`src/rtl/id_ex_stage_pkg.sv`:
```
// ============================================================================
// Module : id_ex_stage_pkg
// Desc   : Shared CPU definitions: ALU command codes, forwarding select codes.
// Rev    : 1.0 - initial release
// ============================================================================
`default_nettype none

package id_ex_stage_pkg;

  localparam int REG_ADDR_W = 5;
  localparam int IMM_W      = 16;
  localparam int ALU_CMD_W  = 3;
  localparam int FWD_SEL_W  = 2;

  typedef enum logic [ALU_CMD_W-1:0] {
    ALU_ADD  = 3'd0,
    ALU_SUB  = 3'd1,
    ALU_XOR  = 3'd2,
    ALU_SLT  = 3'd3,
    ALU_AND  = 3'd4,
    ALU_NAND = 3'd5,
    ALU_NOR  = 3'd6,
    ALU_OR   = 3'd7
  } alu_cmd_e;

  typedef enum logic [FWD_SEL_W-1:0] {
    FWD_NONE  = 2'd0,
    FWD_EXMEM = 2'd1,
    FWD_MEMWB = 2'd2
  } fwd_sel_e;

  // Register 0 is hard-wired to zero, so it is never a forwarding hit.
  function automatic logic fwd_hit(input logic                  wr_en,
                                   input logic [REG_ADDR_W-1:0] wr_rd,
                                   input logic [REG_ADDR_W-1:0] src);
    return wr_en && (wr_rd == src) && (src != '0);
  endfunction

endpackage

`default_nettype wire

```
`src/rtl/id_ex_stage_forward_select.sv`:
```
// ============================================================================
// Module : forward_select
// Desc   : Picks the forwarding source for one operand; EX/MEM beats MEM/WB.
// Rev    : 1.0 - initial release
// ============================================================================
`default_nettype none

module forward_select
  import id_ex_stage_pkg::*;
(
  input  logic [REG_ADDR_W-1:0] src_addr,
  input  logic                  exmem_reg_write,
  input  logic [REG_ADDR_W-1:0] exmem_rd,
  input  logic                  memwb_reg_write,
  input  logic [REG_ADDR_W-1:0] memwb_rd,
  output fwd_sel_e              sel
);

  always_comb begin
    sel = FWD_NONE;
    if (fwd_hit(exmem_reg_write, exmem_rd, src_addr)) begin
      sel = FWD_EXMEM;
    end else if (fwd_hit(memwb_reg_write, memwb_rd, src_addr)) begin
      sel = FWD_MEMWB;
    end
  end

endmodule

`default_nettype wire

```
`src/rtl/id_ex_stage.sv`:
```
// ============================================================================
// Module : id_ex_stage
// Desc   : ID/EX pipeline register with operand forwarding and immediate extend.
// Rev    : 1.0 - initial release
// ============================================================================
`default_nettype none

module id_ex_stage
  import id_ex_stage_pkg::*;
#(
  parameter int WIDTH = 32
) (
  input  logic                  clk,
  input  logic                  reset,
  input  logic                  in_valid,
  input  logic                  stall,
  input  logic                  flush,
  input  logic [WIDTH-1:0]      rs_data,
  input  logic [WIDTH-1:0]      rt_data,
  input  logic [REG_ADDR_W-1:0] rs_addr,
  input  logic [REG_ADDR_W-1:0] rt_addr,
  input  logic [REG_ADDR_W-1:0] rd_addr_in,
  input  logic [IMM_W-1:0]      imm16,
  input  logic                  alu_src,
  input  logic                  sign_ext,
  input  logic [ALU_CMD_W-1:0]  alu_cmd_in,
  input  logic                  reg_write_in,
  input  logic                  exmem_reg_write,
  input  logic [REG_ADDR_W-1:0] exmem_rd,
  input  logic [WIDTH-1:0]      exmem_result,
  input  logic                  memwb_reg_write,
  input  logic [REG_ADDR_W-1:0] memwb_rd,
  input  logic [WIDTH-1:0]      memwb_result,
  output logic [WIDTH-1:0]      operandA,
  output logic [WIDTH-1:0]      operandB,
  output logic [ALU_CMD_W-1:0]  command,
  output logic                  out_valid,
  output logic [REG_ADDR_W-1:0] rd_addr_out,
  output logic                  reg_write_out,
  output logic [WIDTH-1:0]      store_data
);

  fwd_sel_e         sel_a;
  fwd_sel_e         sel_b;
  logic [WIDTH-1:0] fwd_a;
  logic [WIDTH-1:0] fwd_b;
  logic [WIDTH-1:0] ext_imm;
  logic [WIDTH-1:0] op_b_next;

  forward_select u_fwd_rs (
    .src_addr        (rs_addr),
    .exmem_reg_write (exmem_reg_write),
    .exmem_rd        (exmem_rd),
    .memwb_reg_write (memwb_reg_write),
    .memwb_rd        (memwb_rd),
    .sel             (sel_a)
  );

  forward_select u_fwd_rt (
    .src_addr        (rt_addr),
    .exmem_reg_write (exmem_reg_write),
    .exmem_rd        (exmem_rd),
    .memwb_reg_write (memwb_reg_write),
    .memwb_rd        (memwb_rd),
    .sel             (sel_b)
  );

  always_comb begin
    fwd_a = rs_data;
    case (sel_a)
      FWD_EXMEM: fwd_a = exmem_result;
      FWD_MEMWB: fwd_a = memwb_result;
      default:   fwd_a = rs_data;
    endcase
  end

  always_comb begin
    fwd_b = rt_data;
    case (sel_b)
      FWD_EXMEM: fwd_b = exmem_result;
      FWD_MEMWB: fwd_b = memwb_result;
      default:   fwd_b = rt_data;
    endcase
  end

  assign ext_imm   = sign_ext ? {{(WIDTH-IMM_W){imm16[IMM_W-1]}}, imm16}
                              : {{(WIDTH-IMM_W){1'b0}}, imm16};
  assign op_b_next = alu_src ? ext_imm : fwd_b;

  // Flush outranks stall so a squashed slot can never be held in place.
  always_ff @(posedge clk or posedge reset) begin
    if (reset) begin
      operandA      <= '0;
      operandB      <= '0;
      command       <= ALU_ADD;
      out_valid     <= 1'b0;
      rd_addr_out   <= '0;
      reg_write_out <= 1'b0;
      store_data    <= '0;
    end else if (flush) begin
      operandA      <= '0;
      operandB      <= '0;
      command       <= ALU_ADD;
      out_valid     <= 1'b0;
      rd_addr_out   <= '0;
      reg_write_out <= 1'b0;
      store_data    <= '0;
    end else if (!stall) begin
      operandA      <= fwd_a;
      operandB      <= op_b_next;
      command       <= alu_cmd_in;
      out_valid     <= in_valid;
      rd_addr_out   <= rd_addr_in;
      reg_write_out <= reg_write_in & in_valid;
      store_data    <= fwd_b;
    end
  end

endmodule

`default_nettype wire

```
`config.mk`:
```
export PLATFORM = sky130hd
export DESIGN_NAME = id_ex_stage
export DESIGN_NICKNAME = d
export VERILOG_FILES = /design/src/rtl/id_ex_stage_pkg.sv /design/src/rtl/id_ex_stage_forward_select.sv /design/src/rtl/id_ex_stage.sv
export SDC_FILE = /design/constraint.sdc
export NUM_CORES = 1
export LEC_CHECK = 0
export CAP_MARGIN = 40
export CORE_MARGIN = 4
export CORE_UTILIZATION = 40
export DETAILED_ROUTE_END_ITERATION = 12
export GPL_TIMING_DRIVEN = 0
export PLACE_DENSITY = 0.79
export SLEW_MARGIN = 30
export SYNTH_ARGS = -nofsm -noshare
export SYNTH_HDL_FRONTEND = slang
export SYNTH_SLANG_ARGS = --single-unit
```
`constraint.sdc`:
```
create_clock -name clk -period 3.4 [get_ports clk]
set_input_delay 0.34 -clock clk [delete_from_list [all_inputs] [get_ports clk]]
set_output_delay 0.34 -clock clk [all_outputs]
set_load 0.01 [all_outputs]
```
==> metrics <==
Clock Tree Root=clkbuf_16; drt wl/cell=21.7 um; vias in the first global route=6149; area of the core=14500 um^2; most frequent cells in the layout=clkdlybuf4s50_1 (286), dfrtp_1 (106), a21oi_1 (79), mux2i_1 (56); chip height=130 um; Pwr Density=between 300 and 400 nW/um^2; Final setup viols=0; FILL cells=1240; Max Clock Freq=0.370 GHz; initial core utilization=41.0%; Fin Setup TNS=0 ns; dpl hpwl=18.8 mm; Net Count, Synth=around 800; antenna violations before repair=0; layout cells sized above 1=~4.9%; RSZ-0062 raised after global routing=false; total gr overflow=0; CP delay by family, top=buffers and inverters; maximum fanout along the worst path=10; IO Pins=about 290; Final Util=64.6%; Final GP Congestion=0.901; final hold vios=0; Layout Nets=1095; CP required=3.71 ns; Synth cell types=36; Detailed Routing Iterations Pass 1=5; Reg-to-Reg Start=operandB[9]$_DFFE_PP0P_; commonest non-fill, non-tap cell in the layout=clkdlybuf4s50_1; number of synthesized register bits=around 110; GRT Resource Usage Total=a little over a quarter; global-route wire length before repair=35.3 mm; leak pwr=4.16 nW; Setup Buffers After CTS=0; CTS Buf Count=9; crit path launch=rs_addr[3]; Final Max Slew Viols=0; chip width=around 130 um; Mapped Area=5960 um^2; reg2reg end=operandB[9]$_DFFE_PP0P_; routed vias=6231; Slew HR=47.7%; worst min path class=primary input to asynchronous set/reset pin; worst-skew pair later-pin latency=0.35 ns; CTS H-tree lvls=3; CTS Buffer Depth=2; yosys synthesis warning count=0; Worst Path Arrival=between 3 and 4 ns; Buf+Inv Stages, Crit Path=3; WL final=23.9 mm; max_cap viols=0; TritonCTS clock tree=yes; DRC violations left=0; Initial DRC Count=between 400 and 500; instance count on the critical path=9; Layout Skew=0 ns; post-CTS resize count=0; Mapped Avg Cell Area=9.68 um^2; port buffer count=between 200 and 300; CP max-delay cell=or4_1; vias per cell=5.65; fin crit share=79.4%; reg-to-reg setup timing slack=between 2 and 3 ns; status=complete, no violations; Worst Setup End Kind=flip-flop; Peak VDD IR=0.000280 V; crit path kind=primary input to flip-flop; number of hold-repair buffers added at the cts stage=0; actual slew at the worst max-slew pin=0.777 ns; Seq/Total Area, Yosys=between 40% and 50%; FP Rows=44; clk sinks=about 110; worst path cell trace=clkdlybuf4s50_1 -> or4_1 -> nor2_1 -> or4_1 -> clkbuf_1 -> clkbuf_1 -> o21ai_0 -> a21oi_1 -> a21o_1; Startpoint Class=primary input; Antenna Cells=0; CP max stage delay=0.54 ns; Power Total=approximately 3.4 mW; worst reg2reg path depth=2; die area=16900 um^2; Syn Inst Count=~600; min Tclk post-route=2.70 ns; Clock transition at path regs=0.08 ns; largest net degree at the start of global routing=57; DRT antenna net count=0; Area Growth Syn to Fin=57.7%; Setup crit end=operandA[14]$_DFFE_PP0P_
==> layout make-up <==
class                      instances  area [um^2]  area share, %
inverter                          17         71.3          0.759
buffer                            55          254           2.70
multi-input combinational        437         2990           31.8
timing repair buffer             287         2890           30.8
sequential                       106         2650           28.2
tap                              184          230           2.45
clock inverter                     7         85.1          0.906
clock buffer                       9          225           2.40
==> worst reg2reg max path, cell delays in order (launching register included) <==
cell and delay [ns]:
dfrtp_1 0.36, inv_1 0.05, a221oi_1 0.28
==> layer usage <==
metal / GRT usage [%] / up-vias / part of all wire, %
met5: 0 / - / 0
met4: 11.0 / 0 / 3.5
met3: 4.95 / 53 / 7.0
met2: 42.5 / 277 / 46
met1: 38.2 / 3047 / 43
li1: - / 2854 / -
==> kinds of logic (layout without fill, tap and decap cells) <==
logic type	after synthesis	in the layout	synth area share [%]
mux	56	56	9.41
buf+inv	72	375	5.34
simple gates	122	122	9.62
xor+xnor	20	20	2.94
compound gates	239	239	28.2
flops	106	106	44.5
==> Yosys cell counts (all sizes together) <==
| cell type | instances | area share [%] |
|---|---|---|
| a22oi | 1 | 0.13 |
| o21ai | 32 | 2.7 |
| nand3b | 15 | 1.9 |
| o311ai | 16 | 2.4 |
| or4 | 3 | 0.44 |
| or3 | 2 | 0.21 |
| o211ai | 1 | 0.21 |
| nor2 | 46 | 2.9 |
| nand2 | 42 | 2.6 |
| inv | 17 | 1.1 |
| a211o | 32 | 4.7 |
| nor4 | 1 | 0.21 |
| clkbuf | 40 | 2.5 |
| a21oi | 79 | 6.6 |
| nor3 | 1 | 0.084 |
| dfrtp | 106 | 45 |
| mux2i | 56 | 9.4 |
| o31ai | 16 | 2.0 |
| and3 | 2 | 0.21 |
| xor2 | 4 | 0.59 |
| nand3 | 1 | 0.084 |
| nand4 | 5 | 0.53 |
| buf | 15 | 1.7 |
| xnor2 | 16 | 2.4 |
| nor2b | 2 | 0.21 |
| or2 | 2 | 0.21 |
| a21o | 46 | 5.8 |
| a221oi | 16 | 3.6 |
==> through the flow <==
| step | cell area [um^2] | instances | hold WS [ns] | setup slack [ns] |
|---|---|---|---|---|
| final | 9390 | 1102 | 0.392 | 0.701 |
| after global routing | 9390 | 1102 | 0.419 | 0.454 |
| after CTS | 9390 | 1102 | 0.394 | 0.696 |
| after detailed placement | 9080 | 1086 | 0.465 | 0.320 |
| after global placement | 9050 | 1085 | 0.458 | -1.56 |
| after floorplan | 5960 | 615 | 0.493 | 0.271 |
==> how the worst min path moves through the flow <==
stage | startpoint | end | cells after the start
floorplan | alu_cmd_in[0] | command[0]$_DFFE_PP0P_ | 2
global placement | operandA[18]$_DFFE_PP0P_ | operandA[18]$_DFFE_PP0P_ | 1
detailed placement | operandA[28]$_DFFE_PP0P_ | operandA[28]$_DFFE_PP0P_ | 1
CTS | reset | operandB[9]$_DFFE_PP0P_ | 2
global route | reset | out_valid$_DFFE_PP0P_ | 2
finish | reset | store_data[4]$_DFFE_PP0P_ | 2
==> sequential cells by signal, indices dropped and copies added, names as in the netlist <==
| name | flops |
|---|---|
| command | 3 |
| operandA | 32 |
| operandB | 32 |
| out_valid | 1 |
| rd_addr_out | 5 |
| reg_write_out | 1 |
| store_data | 32 |
==> power breakdown <==
part           total, mW  leakage (nW)  switching, mW  internal, mW
clock network       1.13         0.146          0.546         0.587
registers           1.39          1.40         0.0442          1.34
logic              0.831          2.61          0.372         0.459
total               3.35          4.16          0.962          2.39
(Power assumes the default switching activity.)
